File: src/rtl/vermicom_bus_bridge_pkg.sv
// Shared constants and state encodings for the Vermicom debug bus bridge.
package Vermibridge_pkg;
    localparam logic [7:0] CMD_WRITE = 8'h57;
    localparam logic [7:0] CMD_READ  = 8'h52;
    localparam logic [7:0] ACK       = 8'h06;
    localparam logic [7:0] NAK       = 8'h15;
    localparam int BITS_PER_FRAME    = 10;

    typedef enum logic [2:0] {CMD_IDLE, CMD_ADDR, CMD_DATA, CMD_BUS, CMD_REPLY} cmd_state_e;
    typedef enum logic [1:0] {SD_IDLE, SD_BUSY, SD_DONE} serdes_state_e;
endpackage

File: src/rtl/vermicom_bus_bridge_if.sv
// Vermibus initiator/responder signal bundle.
interface vermicom_bus_bridge_if;
    logic        valid;
    logic [31:0] address;
    logic [3:0]  wstrobe;
    logic [31:0] wdata;
    logic [31:0] rdata;
    logic        ready;

    modport master (output valid, address, wstrobe, wdata, input rdata, ready);
    modport slave  (input valid, address, wstrobe, wdata, output rdata, ready);
endinterface

File: src/rtl/vermicom_bus_bridge_serdes.sv
// 8N1 UART receiver and transmitter; one bit lasts DIVISION+1 clocks.
module vermicom_bridge_serdes
    import Vermibridge_pkg::*;
#(
    parameter int DIVISION = 867
) (
    input  logic       clk,
    input  logic       reset,
    input  logic       rx,
    output logic       tx,
    output logic [7:0] rx_data,
    output logic       rx_valid,
    output logic       rx_error,
    input  logic [7:0] tx_data,
    input  logic       tx_start,
    output logic       tx_ready
);
    localparam int CW = (DIVISION < 1) ? 1 : $clog2(DIVISION + 1);
    localparam logic [CW-1:0] HALF = CW'(DIVISION / 2);
    localparam logic [CW-1:0] LAST = CW'(DIVISION);

    serdes_state_e rx_state_q, rx_state_d, tx_state_q, tx_state_d;
    logic [1:0]    rx_sync_q, rx_sync_d;
    logic [CW-1:0] rx_cnt_q, rx_cnt_d, tx_cnt_q, tx_cnt_d;
    logic [3:0]    rx_bit_q, rx_bit_d, tx_bit_q, tx_bit_d;
    logic [7:0]    rx_shift_q, rx_shift_d;
    logic [8:0]    tx_shift_q, tx_shift_d;
    logic          rx_valid_q, rx_valid_d, rx_error_q, rx_error_d, tx_q, tx_d;
    logic          rx_in;

    // rx is asynchronous to clk: two-flop synchroniser before any decision
    assign rx_in    = rx_sync_q[1];
    assign rx_data  = rx_shift_q;
    assign rx_valid = rx_valid_q;
    assign rx_error = rx_error_q;
    assign tx       = tx_q;
    assign tx_ready = (tx_state_q == SD_IDLE);

    always_comb begin
        rx_sync_d  = {rx_sync_q[0], rx};
        rx_state_d = rx_state_q;
        rx_cnt_d   = rx_cnt_q;
        rx_bit_d   = rx_bit_q;
        rx_shift_d = rx_shift_q;
        rx_valid_d = 1'b0;
        rx_error_d = 1'b0;
        case (rx_state_q)
            SD_IDLE: if (!rx_in) begin
                rx_state_d = SD_BUSY;
                rx_cnt_d   = '0;
                rx_bit_d   = '0;
            end
            SD_BUSY: begin
                if (rx_cnt_q == HALF) begin
                    if (rx_bit_q == 4'(BITS_PER_FRAME - 1)) begin
                        rx_valid_d = rx_in;
                        rx_error_d = !rx_in;
                        rx_state_d = SD_DONE;
                    end else if (rx_bit_q != 4'd0) begin
                        rx_shift_d = {rx_in, rx_shift_q[7:1]};
                    end
                end
                if (rx_cnt_q == LAST) begin
                    rx_cnt_d = '0;
                    rx_bit_d = rx_bit_q + 4'd1;
                end else begin
                    rx_cnt_d = rx_cnt_q + CW'(1);
                end
            end
            SD_DONE: if (rx_in) rx_state_d = SD_IDLE;
            default: rx_state_d = SD_IDLE;
        endcase
    end

    // tx_shift holds the bits still to go after the one on the line
    always_comb begin
        tx_state_d = tx_state_q;
        tx_cnt_d   = tx_cnt_q;
        tx_bit_d   = tx_bit_q;
        tx_shift_d = tx_shift_q;
        tx_d       = tx_q;
        case (tx_state_q)
            SD_IDLE: if (tx_start) begin
                tx_state_d = SD_BUSY;
                tx_shift_d = {1'b1, tx_data};
                tx_cnt_d   = '0;
                tx_bit_d   = '0;
                tx_d       = 1'b0;
            end
            SD_BUSY: begin
                if (tx_cnt_q == LAST) begin
                    tx_cnt_d = '0;
                    if (tx_bit_q == 4'(BITS_PER_FRAME - 1)) begin
                        tx_state_d = SD_DONE;
                        tx_d       = 1'b1;
                    end else begin
                        tx_bit_d   = tx_bit_q + 4'd1;
                        tx_d       = tx_shift_q[0];
                        tx_shift_d = {1'b1, tx_shift_q[8:1]};
                    end
                end else begin
                    tx_cnt_d = tx_cnt_q + CW'(1);
                end
            end
            SD_DONE: tx_state_d = SD_IDLE;
            default: tx_state_d = SD_IDLE;
        endcase
    end

    always_ff @(posedge clk or negedge reset) begin
        if (!reset) begin
            rx_sync_q  <= 2'b11;
            rx_state_q <= SD_IDLE;
            rx_cnt_q   <= '0;
            rx_bit_q   <= '0;
            rx_shift_q <= '0;
            rx_valid_q <= 1'b0;
            rx_error_q <= 1'b0;
            tx_state_q <= SD_IDLE;
            tx_cnt_q   <= '0;
            tx_bit_q   <= '0;
            tx_shift_q <= '1;
            tx_q       <= 1'b1;
        end else begin
            rx_sync_q  <= rx_sync_d;
            rx_state_q <= rx_state_d;
            rx_cnt_q   <= rx_cnt_d;
            rx_bit_q   <= rx_bit_d;
            rx_shift_q <= rx_shift_d;
            rx_valid_q <= rx_valid_d;
            rx_error_q <= rx_error_d;
            tx_state_q <= tx_state_d;
            tx_cnt_q   <= tx_cnt_d;
            tx_bit_q   <= tx_bit_d;
            tx_shift_q <= tx_shift_d;
            tx_q       <= tx_d;
        end
    end
endmodule

File: src/rtl/vermicom_bus_bridge.sv
// UART-driven Vermibus initiator: parses W/R commands, runs one bus transfer, replies.
module vermicom_bus_bridge
    import Vermibridge_pkg::*;
#(
    parameter int DIVISION = 867
) (
    input  logic clk,
    input  logic reset,
    input  logic rx,
    output logic tx,
    vermicom_bus_bridge_if.master bus
);
    cmd_state_e  state_q, state_d;
    logic        is_write_q, is_write_d, is_err_q, is_err_d;
    logic [1:0]  byte_cnt_q, byte_cnt_d;
    logic [31:0] address_q, address_d, wdata_q, wdata_d, rdata_q, rdata_d;
    logic [7:0]  rx_data, tx_data;
    logic        rx_valid, rx_error, tx_start, tx_ready;

    vermicom_bridge_serdes #(.DIVISION(DIVISION)) u_serdes (
        .clk      (clk),
        .reset    (reset),
        .rx       (rx),
        .tx       (tx),
        .rx_data  (rx_data),
        .rx_valid (rx_valid),
        .rx_error (rx_error),
        .tx_data  (tx_data),
        .tx_start (tx_start),
        .tx_ready (tx_ready)
    );

    assign bus.valid   = (state_q == CMD_BUS);
    assign bus.address = address_q;
    assign bus.wdata   = wdata_q;
    assign bus.wstrobe = (bus.valid && is_write_q) ? 4'hF : 4'h0;

    always_comb begin
        state_d    = state_q;
        is_write_d = is_write_q;
        is_err_d   = is_err_q;
        byte_cnt_d = byte_cnt_q;
        address_d  = address_q;
        wdata_d    = wdata_q;
        rdata_d    = rdata_q;
        tx_start   = 1'b0;
        tx_data    = NAK;
        case (state_q)
            CMD_IDLE: begin
                byte_cnt_d = 2'd0;
                if (rx_error) begin
                    is_err_d = 1'b1;
                    state_d  = CMD_REPLY;
                end else if (rx_valid) begin
                    is_err_d   = (rx_data != CMD_WRITE) && (rx_data != CMD_READ);
                    is_write_d = (rx_data == CMD_WRITE);
                    state_d    = is_err_d ? CMD_REPLY : CMD_ADDR;
                end
            end
            // Bytes arrive little-endian, so shift each one in from the top
            CMD_ADDR, CMD_DATA: begin
                if (rx_error) begin
                    is_err_d   = 1'b1;
                    byte_cnt_d = 2'd0;
                    state_d    = CMD_REPLY;
                end else if (rx_valid) begin
                    if (state_q == CMD_ADDR) address_d = {rx_data, address_q[31:8]};
                    else                     wdata_d   = {rx_data, wdata_q[31:8]};
                    byte_cnt_d = byte_cnt_q + 2'd1;
                    if (byte_cnt_q == 2'd3) begin
                        if (state_q == CMD_ADDR && is_write_q) state_d = CMD_DATA;
                        else                                   state_d = CMD_BUS;
                    end
                end
            end
            CMD_BUS: if (bus.ready) begin
                if (!is_write_q) rdata_d = bus.rdata;
                state_d = CMD_REPLY;
            end
            CMD_REPLY: begin
                tx_start = 1'b1;
                if (is_err_q)        tx_data = NAK;
                else if (is_write_q) tx_data = ACK;
                else                 tx_data = rdata_q[{byte_cnt_q, 3'b000} +: 8];
                if (tx_ready) begin
                    byte_cnt_d = byte_cnt_q + 2'd1;
                    if (is_err_q || is_write_q || byte_cnt_q == 2'd3) begin
                        byte_cnt_d = 2'd0;
                        state_d    = CMD_IDLE;
                    end
                end
            end
            default: state_d = CMD_IDLE;
        endcase
    end

    always_ff @(posedge clk or negedge reset) begin
        if (!reset) begin
            state_q    <= CMD_IDLE;
            is_write_q <= 1'b0;
            is_err_q   <= 1'b0;
            byte_cnt_q <= 2'd0;
            address_q  <= '0;
            wdata_q    <= '0;
            rdata_q    <= '0;
        end else begin
            state_q    <= state_d;
            is_write_q <= is_write_d;
            is_err_q   <= is_err_d;
            byte_cnt_q <= byte_cnt_d;
            address_q  <= address_d;
            wdata_q    <= wdata_d;
            rdata_q    <= rdata_d;
        end
    end
endmodule

File: src/flat_wrapper.sv
// flat-port wrapper written by rule: the top's interface ports become plain ports
module vermicom_bus_bridge_flat import Vermibridge_pkg::*;
#(
    parameter int DIVISION = 867
)
  (clk, reset, rx, tx, bus_valid, bus_address, bus_wstrobe, bus_wdata, bus_rdata, bus_ready);
  vermicom_bus_bridge_if bus_i ();
  input  logic clk;
  input  logic reset;
  input  logic rx;
  output logic tx;
  output wire logic [$bits(bus_i.valid)-1:0] bus_valid;
  output wire logic [$bits(bus_i.address)-1:0] bus_address;
  output wire logic [$bits(bus_i.wstrobe)-1:0] bus_wstrobe;
  output wire logic [$bits(bus_i.wdata)-1:0] bus_wdata;
  input wire logic [$bits(bus_i.rdata)-1:0] bus_rdata;
  input wire logic [$bits(bus_i.ready)-1:0] bus_ready;
  assign bus_valid = bus_i.valid;
  assign bus_address = bus_i.address;
  assign bus_wstrobe = bus_i.wstrobe;
  assign bus_wdata = bus_i.wdata;
  assign bus_i.rdata = bus_rdata;
  assign bus_i.ready = bus_ready;
  vermicom_bus_bridge #(.DIVISION(DIVISION)) u_core (.clk(clk), .reset(reset), .rx(rx), .tx(tx), .bus(bus_i));
endmodule
File: config.mk
export PLATFORM = sky130hd
export DESIGN_NAME = vermicom_bus_bridge_flat
export DESIGN_NICKNAME = d
export VERILOG_FILES = /design/src/rtl/vermicom_bus_bridge_pkg.sv /design/src/rtl/vermicom_bus_bridge_if.sv /design/src/rtl/vermicom_bus_bridge_serdes.sv /design/src/rtl/vermicom_bus_bridge.sv /design/src/flat_wrapper.sv
export SDC_FILE = /design/constraint.sdc
export NUM_CORES = 1
export LEC_CHECK = 0
export CAP_MARGIN = 40
export CORE_ASPECT_RATIO = 0.75
export CORE_MARGIN = 2
export CORE_UTILIZATION = 35
export DETAILED_ROUTE_END_ITERATION = 7
export GPL_TIMING_DRIVEN = 0
export SLEW_MARGIN = 30
export SYNTH_ARGS = -nofsm -noshare
export SYNTH_HDL_FRONTEND = slang
export SYNTH_SLANG_ARGS = --single-unit
File: constraint.sdc
create_clock -name clk -period 1.9 [get_ports clk]
set_input_delay 0.475 -clock clk [delete_from_list [all_inputs] [get_ports clk]]
set_output_delay 0.475 -clock clk [all_outputs]
set_load 0.01 [all_outputs]
==> metrics.csv <==
stage;metric;value;unit
floorplan;die_area;20750;µm²
layout;final_cell_count_no_fill;960;
cts;cts-root-buf;clkbuf_16;
sta;finalSetupViolations;15;
layout;area_delta_synth_final;37.04;%
layout;utilization;0.4880;
worst_setup_path;crit_fanout;7;
outcome;failed_checks;negative setup slack;
sta;grt_setup_unrepaired;yes;
worst_setup_path;crit_arrival;2.30;ns
power_and_ir_drop;power;6728;µW
sta;fmax;0.5038;GHz
worst_setup_path;crit_type;reg2reg;
cts;cts_tree;yes;
worst_setup_path;r2r_start;u_core.state_q[0]$_DFFE_PN0P_;
global_routing;overflow;0;
sta;slew_violations;0;
logic_synthesis;ys_seq_area_frac;0.5709;
global_routing;antenna_found_initial;0;
power_and_ir_drop;leakagePower;0.004271;µW
worst_setup_path;regToRegSetupSlack;-0.09;ns
drt;ant_nets;0;
worst_hold_path;worst_hold_path_type;in2async;
drt;viasPerCell;5.079;
worst_setup_path;worstSetupEndpointType;flop;
sta;finClkSkew;0.01237;ns
logic_synthesis;synth_ff_type;dfrtp_1;
logic_synthesis;synthTopCellsByCount;145 x dfrtp_1, 106 x mux2_2, 37 x nor2_1;
floorplan;start_util;0.3561;
worst_setup_path;critPathLaunchType;flop;
drt;wl_per_cell;16.28;µm
drt;first_iter_violations;320;
logic_synthesis;yosys_warnings;0;
cts;ctsHtreeMaxLevel;4;
drt;drtPass1Iterations;4;
layout;nets;739;
cts;numCtsBuffers;17;
drt;drc;0;
worst_setup_path;cp-endpoint;u_core.state_q[2]$_DFFE_PN0P_;
sta;worst_slack;-0.08503;ns
drt;drt_wl_total;15630;µm
logic_synthesis;netlist_top_cells_area;dfrtp_1 53%, mux2_2 17%, dfstp_2 4.2%, nor2_1 2.0%, o21ai_0 1.8%;
drt;vias;4876;
placement;placed_cells;897;
sta;period_share;1.045;
layout;design_area;9403;µm²
placement;gp_congestion;0.8297;
global_routing;first_global_vias;5057;
layout;n_antenna_cell;0;
cts;clock_sinks;156;
floorplan;rows;44;
sta;tightest_slew;0.6336;ns
worst_setup_path;r2r_cells;8;
logic_synthesis;avgSynthCellArea;12.75;µm²
logic_synthesis;synth_cell_type_count;61;
floorplan;die_x;165.7;µm
cts;clk_path_buf_depth;2;
worst_setup_path;crit_path_frequent_cell;buf_6;
logic_synthesis;yosysTopAreaCell;dfrtp_1;
logic_synthesis;synth_cells;538;
cts;postCtsHoldBufs;0;
outcome;outcome;complete, but fails checks;
floorplan;pin_count;106;
sta;min_period;1.985;ns
global_routing;track_usage;0.1526;
worst_setup_path;crit_chain;buf_6, buf_4, buf_6, or2_4, o32a_1, o22ai_4, nor2_1, o21a_1;
placement;dpl-instance-area;8262;µm²
worst_setup_path;max_stage_delay;0.39;ns
logic_synthesis;synthArstFlopShare;1.000;
logic_synthesis;synth.most_common_cell;dfrtp_1;
worst_setup_path;required;2.21;ns
placement;io_buffers;105;
cts;insertion_delay;0.43;ns
layout;final_layout_size_suffix_gt1_frac;0.3479;
worst_setup_path;worst_r2r_endpoint;u_core.state_q[2]$_DFFE_PN0P_;
cts;path_clk_slew;0.07;ns
power_and_ir_drop;vdd.ir_drop.worst;496.6;µV
logic_synthesis;synth_nets;583;
logic_synthesis;synth-seq-cells;156;
global_routing;grt_pass1_wl;25790;µm
placement;place_hpwl;10440;µm
logic_synthesis;netlist_area;6862;µm²
global_routing;grt_max_degree;80;
floorplan;dieHeight;125.3;µm
sta;slew_headroom;0.5776;
floorplan;coreArea;19270;µm²
power_and_ir_drop;power_density;715.5;nW/µm²
worst_setup_path;crit_start;u_core.state_q[0]$_DFFE_PN0P_;
flow_run;maxCapViolCount;0;
logic_synthesis;synth_top_area_frac;0.5288;
layout;fillers;1715;
logic_synthesis;synth_edf_count;0;
sta;hold_viol;0;
worst_setup_path;cp_slowest_cell;o32a_1;
-- kinds of logic after synthesis --
group | after synthesis | share of synthesized area
buffers and inverters | 35 | 0.02334
AOI/OAI and AO/OA | 73 | 0.07039
DFF | 156 | 0.5709
muxes | 117 | 0.1991
xor gates and xnor gates | 14 | 0.01787
and+or+nand+nor | 134 | 0.1019
adders and majority gates | 9 | 0.01641
-- worst min-delay path by stage --
stage	end	slack [ns]	depth (start not counted)
3_5_place_dp	u_core.u_serdes.rx_sync_q[1]$_DFF_PN1_	0.35	0
4_1_cts	u_core.bus.address[12]$_DFFE_PN0P_	0.05	1
3_3_place_gp	u_core.u_serdes.rx_sync_q[1]$_DFF_PN1_	0.35	0
6_report	u_core.bus.address[4]$_DFFE_PN0P_	0.03	1
2_1_floorplan	u_core.bus.address[0]$_DFFE_PN0P_	0.18	0
5_1_grt	u_core.bus.address[12]$_DFFE_PN0P_	0.07	1
-- power breakdown --
part,total [µW],internal (µW),switching (µW)
combinational,196,106,90.7
clock,3150,1750,1400
sequential,3380,3360,19.4
total,6730,5220,1510
-- flip-flops by register name, summed over array words and instances (netlist names), 3 cells and up --
register,count
u_core.bus.address,32
u_core.bus.wdata,32
u_core.rdata_q,32
u_core.state_q,3
u_core.u_serdes.rx_bit_q,4
u_core.u_serdes.rx_cnt_q,10
u_core.u_serdes.rx_data,8
u_core.u_serdes.tx_bit_q,4
u_core.u_serdes.tx_cnt_q,10
u_core.u_serdes.tx_shift_q,8
-- final cells by class --
| class | instances | area, µm² | area share |
|---|---|---|---|
| sequential | 156 | 3920 | 0.4169 |
| multi-input combinational | 347 | 3044 | 0.3238 |
| timing repair buffer | 139 | 1355 | 0.1441 |
| clock buffer | 21 | 460.4 | 0.04897 |
| tap | 253 | 316.6 | 0.03367 |
| buffer | 23 | 182.7 | 0.01943 |
| clock inverter | 11 | 86.33 | 0.009182 |
| inverter | 10 | 37.54 | 0.003992 |
-- layout by cell type, fill, tap and decap left out, drive strengths merged, types with 4 or more instances in the layout --
master,n
a31oi,4
o21ai,24
xor2,6
mux2i,6
clkdlybuf4s50,95
nor2b,4
nand3,15
nand2,29
buf,57
o31ai,6
ha,9
clkbuf,27
nor2,38
xnor2,8
mux2,106
inv,13
dfstp,11
dfrtp,145
mux4,5
nor3,13
clkinvlp,4
clkinv,4
nand2b,5
a21oi,8
a22oi,5
-- timing repair --
action,CTS,global route
setup endpoints to repair,135,103
gates cloned,0,1
pin swaps,6,22
resized for setup,69,47
setup buffers,17,15
-- worst max-delay path: cells and delay by family (launching register included) --
kind | cells | cell delay, ns
AOI/OAI and AO/OA | 3 | 0.79
DFF | 1 | 0.38
buffers and inverters | 3 | 0.38
and+or+nand+nor | 2 | 0.32
-- per-layer routing --
metal / track usage / vias to the layer above / routed length, µm
li1: - / 2264 / -
met1: 0.2121 / 2484 / 7566
met2: 0.2311 / 117 / 7146
met3: 0.04495 / 11 / 744
met4: 0.04757 / 0 / 171
met5: 0 / - / 0
-- stage by stage --
stage	hold WS [ns]	TNS, ns	setup WS (ns)
finish	0.02916	-0.5508	-0.08503
global route	0.06514	-1.832	-0.1405
CTS	0.04800	-0.4788	-0.08364
detailed placement	0.3541	-28.68	-0.5229
global placement	0.3491	-907.26	-5.809
floorplan	0.1794	-0.006159	-0.0007698
(Power assumes the default switching activity.)
